File: src/rtl/lsu_pkg.sv
// rtl/lsu_pkg.sv - shared size and state encodings for the load/store unit
package lsu_pkg;

  typedef enum logic [1:0] {
    SZ_BYTE = 2'b00,
    SZ_HALF = 2'b01,
    SZ_WORD = 2'b10
  } size_e;

  typedef enum logic [1:0] {
    IDLE   = 2'b00,
    ACCESS = 2'b01,
    WRITE  = 2'b10,
    RESP   = 2'b11
  } state_e;

endpackage

File: src/rtl/lsu_align.sv
// rtl/lsu_align.sv - combinational lane extract/extend for loads and lane merge for stores
module lsu_align
  import lsu_pkg::*;
(
  input  logic [31:0] word,
  input  logic [1:0]  lane,
  input  size_e       size,
  input  logic        is_unsigned,
  input  logic [31:0] wdata,
  output logic [31:0] load_data,
  output logic [31:0] store_word
);

  logic [7:0]  byte_val;
  logic [15:0] half_val;

  always_comb begin
    byte_val   = word[{lane, 3'b000} +: 8];
    half_val   = word[{lane[1], 4'b0000} +: 16];
    load_data  = word;
    store_word = wdata;
    case (size)
      SZ_BYTE: begin
        load_data  = {{24{~is_unsigned & byte_val[7]}}, byte_val};
        store_word = word;
        store_word[{lane, 3'b000} +: 8] = wdata[7:0];
      end
      SZ_HALF: begin
        load_data  = {{16{~is_unsigned & half_val[15]}}, half_val};
        store_word = word;
        store_word[{lane[1], 4'b0000} +: 16] = wdata[15:0];
      end
      default: begin
        load_data  = word;
        store_word = wdata;
      end
    endcase
  end

endmodule

File: src/rtl/load_store_unit.sv
// rtl/load_store_unit.sv - single-request load/store unit with alignment checks and byte/half read-modify-write
module load_store_unit
  import lsu_pkg::*;
#(
  parameter int MEM_WORDS = 4
) (
  input  logic        clk,
  input  logic        rst,
  input  logic        req_valid,
  output logic        req_ready,
  input  logic        req_we,
  input  logic [1:0]  req_size,
  input  logic        req_unsigned,
  input  logic [31:0] req_addr,
  input  logic [31:0] req_wdata,
  output logic        rsp_valid,
  output logic [31:0] rsp_rdata,
  output logic        rsp_err,
  output logic        mem_we,
  output logic [31:0] mem_a,
  output logic [31:0] mem_di,
  input  logic [31:0] mem_rd
);

  state_e      state, state_n;
  logic        we_q, uns_q;
  size_e       size_q;
  logic [1:0]  lane_q;
  logic [31:0] wdata_q, rmw_q;
  logic        accept, req_err;
  logic [31:0] load_data, store_word;

  always_comb begin
    req_err = 1'b0;
    if (req_size == SZ_HALF)      req_err = req_addr[0];
    else if (req_size == SZ_WORD) req_err = (req_addr[1:0] != 2'b00);
    else if (req_size != SZ_BYTE) req_err = 1'b1;
    if ({2'b00, req_addr[31:2]} >= 32'(MEM_WORDS)) req_err = 1'b1;
  end

  // In WRITE the merge must use the word captured in ACCESS, not the live bus
  lsu_align u_align (
    .word        ((state == WRITE) ? rmw_q : mem_rd),
    .lane        (lane_q),
    .size        (size_q),
    .is_unsigned (uns_q),
    .wdata       (wdata_q),
    .load_data   (load_data),
    .store_word  (store_word)
  );

  always_comb begin
    state_n   = state;
    accept    = 1'b0;
    mem_we    = 1'b0;
    mem_di    = '0;
    req_ready = (state == IDLE);
    rsp_valid = (state == RESP) && !rst;
    case (state)
      IDLE: begin
        if (req_valid) begin
          accept  = 1'b1;
          state_n = req_err ? RESP : ACCESS;
        end
      end
      ACCESS: begin
        if (we_q && size_q != SZ_WORD) begin
          state_n = WRITE;
        end else begin
          state_n = RESP;
          if (we_q) begin
            mem_we = 1'b1;
            mem_di = wdata_q;
          end
        end
      end
      WRITE: begin
        mem_we  = 1'b1;
        mem_di  = store_word;
        state_n = RESP;
      end
      default: state_n = IDLE;
    endcase
    if (rst) begin
      mem_we = 1'b0;
      mem_di = '0;
    end
  end

  always_ff @(posedge clk) begin
    if (rst) begin
      state     <= IDLE;
      we_q      <= 1'b0;
      uns_q     <= 1'b0;
      size_q    <= SZ_BYTE;
      lane_q    <= 2'b00;
      wdata_q   <= '0;
      rmw_q     <= '0;
      mem_a     <= '0;
      rsp_rdata <= '0;
      rsp_err   <= 1'b0;
    end else begin
      state <= state_n;
      if (accept) begin
        we_q    <= req_we;
        uns_q   <= req_unsigned;
        size_q  <= size_e'(req_size);
        lane_q  <= req_addr[1:0];
        wdata_q <= req_wdata;
        if (req_err) begin
          rsp_err   <= 1'b1;
          rsp_rdata <= '0;
        end else begin
          mem_a <= {req_addr[31:2], 2'b00};
        end
      end
      if (state == ACCESS) rmw_q <= mem_rd;
      if (state_n == RESP && state != IDLE) begin
        rsp_err   <= 1'b0;
        rsp_rdata <= we_q ? 32'h0 : load_data;
      end
    end
  end

endmodule

File: config.mk
export PLATFORM = sky130hd
export DESIGN_NAME = load_store_unit
export DESIGN_NICKNAME = d
export VERILOG_FILES = /design/src/rtl/lsu_pkg.sv /design/src/rtl/lsu_align.sv /design/src/rtl/load_store_unit.sv
export SDC_FILE = /design/constraint.sdc
export NUM_CORES = 1
export LEC_CHECK = 0
export BUFFER_PORTS_ARGS = -buffer_cell sky130_fd_sc_hd__buf_2
export CAP_MARGIN = 20
export CORE_ASPECT_RATIO = 0.9
export CORE_UTILIZATION = 58
export DETAILED_ROUTE_END_ITERATION = 7
export PLACE_DENSITY = 0.87
export SYNTH_ARGS = -nofsm -noshare
export SYNTH_HDL_FRONTEND = slang
export SYNTH_HIERARCHICAL = 1
export SYNTH_SLANG_ARGS = --single-unit
File: constraint.sdc
create_clock -name clk -period 4.3 [get_ports clk]
set_input_delay 0.43 -clock clk [delete_from_list [all_inputs] [get_ports clk]]
set_output_delay 0.43 -clock clk [all_outputs]
set_load 0.02 [all_outputs]
==> flow_results.xml <==
<?xml version="1.0" encoding="UTF-8"?>
<metrics>
  <group name="timing">
    <metric name="setup_viol" unit="">0</metric>
    <metric name="worst_clock_skew" unit="ps">12.94</metric>
    <metric name="slew-limit-headroom" unit="%">28.95</metric>
    <metric name="finalCriticalPeriod" unit="ps">3617</metric>
    <metric name="post-route-period-util" unit="%">84.12</metric>
    <metric name="worstMarginPinSlew" unit="ps">1066</metric>
    <metric name="setup_ws" unit="ps">682.9</metric>
    <metric name="final_hold_viol_count" unit="">0</metric>
    <metric name="fin_setup_tns" unit="ps">0</metric>
    <metric name="setup_repair_after_global_routing_missed_its_margin" unit="">no</metric>
    <metric name="fmax" unit="GHz">0.2765</metric>
    <metric name="final_number_of_max_transition_violations" unit="">0</metric>
  </group>
  <group name="yosys">
    <metric name="syn_area_per_cell" unit="µm²">8.298</metric>
    <metric name="synthDominantAreaCellType" unit="">dfxtp_1</metric>
    <metric name="ys_async_sr_fraction" unit="%">0</metric>
    <metric name="synth_enable_flop_cells" unit="">0</metric>
    <metric name="fraction_of_post_synthesis_cell_area_in_the_top_cell_type_by_area" unit="%">35.56</metric>
    <metric name="postSynth.topFlopCell" unit="">dfxtp_1</metric>
    <metric name="synthCells" unit="">916</metric>
    <metric name="yosysWarningCount" unit="">6</metric>
    <metric name="synth_sequential_area_ratio" unit="%">35.56</metric>
    <metric name="post_synth_num_cell_types" unit="">64</metric>
    <metric name="yosys_reg_bits" unit="">135</metric>
    <metric name="netlist_area_pre_place" unit="µm²">7601</metric>
    <metric name="synth.top_cells.by_area" unit="">dfxtp_1 (36%), nand2_1 (8.6%), mux2i_1 (7.8%)</metric>
  </group>
  <group name="layout">
    <metric name="synthToLayoutAreaGrowth" unit="%">20.44</metric>
    <metric name="drive_gt1_share" unit="%">32.44</metric>
    <metric name="utilization" unit="%">71.88</metric>
    <metric name="layout.cells.most_common" unit="">buf_2</metric>
    <metric name="final_nets" unit="">1188</metric>
    <metric name="n_antenna_cell" unit="">0</metric>
    <metric name="final_cell_mix" unit="">buf_2 (200), nand2_1 (174), dfxtp_1 (134)</metric>
  </group>
  <group name="die">
    <metric name="initial_utilization" unit="%">59.68</metric>
    <metric name="placeableCoreArea" unit="µm²">12740</metric>
    <metric name="floorplan.rows" unit="">39</metric>
    <metric name="die-area" unit="µm²">13570</metric>
    <metric name="chipHeight" unit="µm">110.6</metric>
    <metric name="fp.dieW" unit="µm">122.7</metric>
    <metric name="io_count" unit="">203</metric>
  </group>
  <group name="hold_path">
    <metric name="holdCritStartpoint" unit="">req_wdata[14]</metric>
    <metric name="min_delay_worst_endpoint" unit="">wdata_q[14]</metric>
    <metric name="min_path_cells" unit="">3</metric>
    <metric name="worst_hold_path_type" unit="">in -&gt; reg</metric>
  </group>
  <group name="critical_path">
    <metric name="worst-path-max-fanout" unit="">32</metric>
    <metric name="capture_instance_of_the_worst_register_to_register_path" unit="">rsp_rdata[9]</metric>
    <metric name="setup.worst_path.end_class" unit="">output pin</metric>
    <metric name="timing.critical_path.from_type" unit="">register</metric>
    <metric name="worst_r2r_startpoint" unit="">state[0]</metric>
    <metric name="worstRegToRegCells" unit="">8</metric>
    <metric name="critical_path_required" unit="ps">3870</metric>
    <metric name="cp_data_arrival_time" unit="ps">3190</metric>
    <metric name="timing.setup.critical_path_class" unit="">reg -&gt; out</metric>
    <metric name="reg2reg_slack" unit="ps">1380</metric>
  </group>
  <group name="clocking">
    <metric name="worst_skew_pair.late_latency" unit="ps">440</metric>
    <metric name="cts_buffers" unit="">17</metric>
    <metric name="clock_tree.root_cell" unit="">clkbuf_16</metric>
    <metric name="htree_levels" unit="">4</metric>
    <metric name="cts_tree" unit="">done</metric>
    <metric name="cts_setup_buffers" unit="">0</metric>
    <metric name="clk_path_buf_depth" unit="">2</metric>
    <metric name="cts_hold_buffers" unit="">0</metric>
    <metric name="tritoncts_num_sinks" unit="">135</metric>
    <metric name="clkTransAtPathRegs" unit="ps">70</metric>
    <metric name="cts.repair.resized" unit="">0</metric>
  </group>
  <group name="routing">
    <metric name="route.detailed.vias_per_inst" unit="">6.197</metric>
    <metric name="drc" unit="">0</metric>
    <metric name="routed_wl" unit="mm">24.35</metric>
    <metric name="detail_route.iter0.violations" unit="">885</metric>
    <metric name="antenna_left" unit="">0</metric>
    <metric name="drtPass1Iterations" unit="">7</metric>
    <metric name="post_drt_wl_per_cell" unit="µm">19.44</metric>
    <metric name="num_vias" unit="">7759</metric>
  </group>
  <group name="grt">
    <metric name="overall_global_routing_usage" unit="%">36.26</metric>
    <metric name="via_count_of_the_first_global_routing_pass" unit="">7074</metric>
    <metric name="initial_antenna_violation_count" unit="">0</metric>
    <metric name="pin_count_of_the_biggest_net_entering_global_routing" unit="">75</metric>
    <metric name="grt_first_pass_wirelength" unit="mm">37.56</metric>
    <metric name="grt_remaining_overflow" unit="">0</metric>
  </group>
  <group name="placement">
    <metric name="pre_cts_ws" unit="ps">1187</metric>
    <metric name="io_buffer_count" unit="">200</metric>
    <metric name="rd_place_congestion" unit="">0.9636</metric>
    <metric name="dp.final_hpwl" unit="mm">16.95</metric>
  </group>
  <group name="power">
    <metric name="peakVddDrop" unit="V">0.0003333</metric>
    <metric name="power.total" unit="mW">5.192</metric>
    <metric name="power_density" unit="nW/µm²">567.2</metric>
    <metric name="leakage" unit="nW">3.842</metric>
  </group>
  <group name="run">
    <metric name="cap_viol_max_count" unit="">0</metric>
  </group>
  <group name="status">
    <metric name="run_status" unit="">complete, no violations</metric>
  </group>
</metrics>
worst max-delay path, cell delays in order, from the launching register on:
cell and delay [ps]:
dfxtp_1 360, inv_1 110, ha_2 730, mux2_2 500, nand2b_1 230, o221ai_1 190
a21o_1 200, a22oi_1 190, nor2_1 70, buf_2 170
where the power goes:
part           internal [mW]  switching (mW)  total, mW
clock network          0.758           0.621       1.38
registers               1.43           0.193       1.63
logic                  0.832            1.36       2.19
total                   3.02            2.17       5.19
state kept, by name, indices dropped and copies added (netlist names):
register / flops
rmw_q: 32
rsp_rdata: 32
wdata_q: 32
mem_a: 30
lane_q: 2
size_q: 2
state: 2
rsp_err: 1
uns_q: 1
we_q: 1
stage by stage:
step | hold slack (ps) | cells | area [µm²]
floorplan | 439.6 | 917 | 7605
global placement | 437.1 | 1218 | 8546
detailed placement | 440.7 | 1219 | 8573
CTS | 228.4 | 1251 | 9128
global route | 228.5 | 1252 | 9155
finish | 234.0 | 1252 | 9155
cell type report:
| type | count | area (µm²) |
|---|---|---|
| inverters | 18 | 67.56 |
| multi-input cells | 690 | 4486 |
| well taps | 164 | 205.2 |
| repair buffers | 213 | 1139 |
| clock buffers | 17 | 425.4 |
| clock inverters | 15 | 128.9 |
| fillers | 971 | 3581 |
| flip-flops and latches | 135 | 2704 |
cell families (layout without fill, tap and decap cells):
logic type	after synthesis	in the layout	synth area share (%)
multiplexers	93	93	12.95
adder cells (fa/ha/maj)	10	10	1.646
flip-flops	135	135	35.56
AO/OA/AOI/OAI	213	213	20.46
other	1	2	0.04934
buffers and inverters	92	263	5.712
AND/OR/NAND/NOR	372	372	23.62
metal layers:
layer | track usage [%] | routed length (µm) | up-vias
met5 | 0 | 0 | -
li1 | - | - | 3554
met3 | 9.194 | 2885 | 77
met4 | 14.63 | 823 | 0
met1 | 50.47 | 10110 | 3590
met2 | 53.03 | 10530 | 538
how the worst max path moves through the flow:
stage                   start    endpoint  slack (ps)  depth (start not counted)
detailed placement   state[0]  mem_di[13]        1190                          9
floorplan           lane_q[1]  mem_di[10]        1490                         10
global placement     state[0]  mem_di[13]        1260                          9
CTS                  state[0]  mem_di[27]         690                          9
global route         state[0]  mem_di[27]         570                          9
finish               state[0]  mem_di[26]         680                          9
synthesized netlist by cell type, types with 7 or more instances:
master and count:
a21oi_1 39, a31oi_1 8, o21ai_2 30, nand3_1 41, o211ai_1 9, o2111ai_1 16
clkbuf_1 38, a21o_1 8, o21ai_0 34, mux2_2 33, and2_1 16, nand2b_1 10
a22o_1 7, o221ai_1 8, and2_4 20, mux2i_1 59, nand2_1 174, nand4b_1 7
nor2_1 72, buf_1 7, ha_1 10, inv_1 17, a22oi_1 33, nor4_1 7
dfxtp_1 135, buf_2 16, a221o_2 7
No activity file was read; power rests on OpenSTA's default activity.
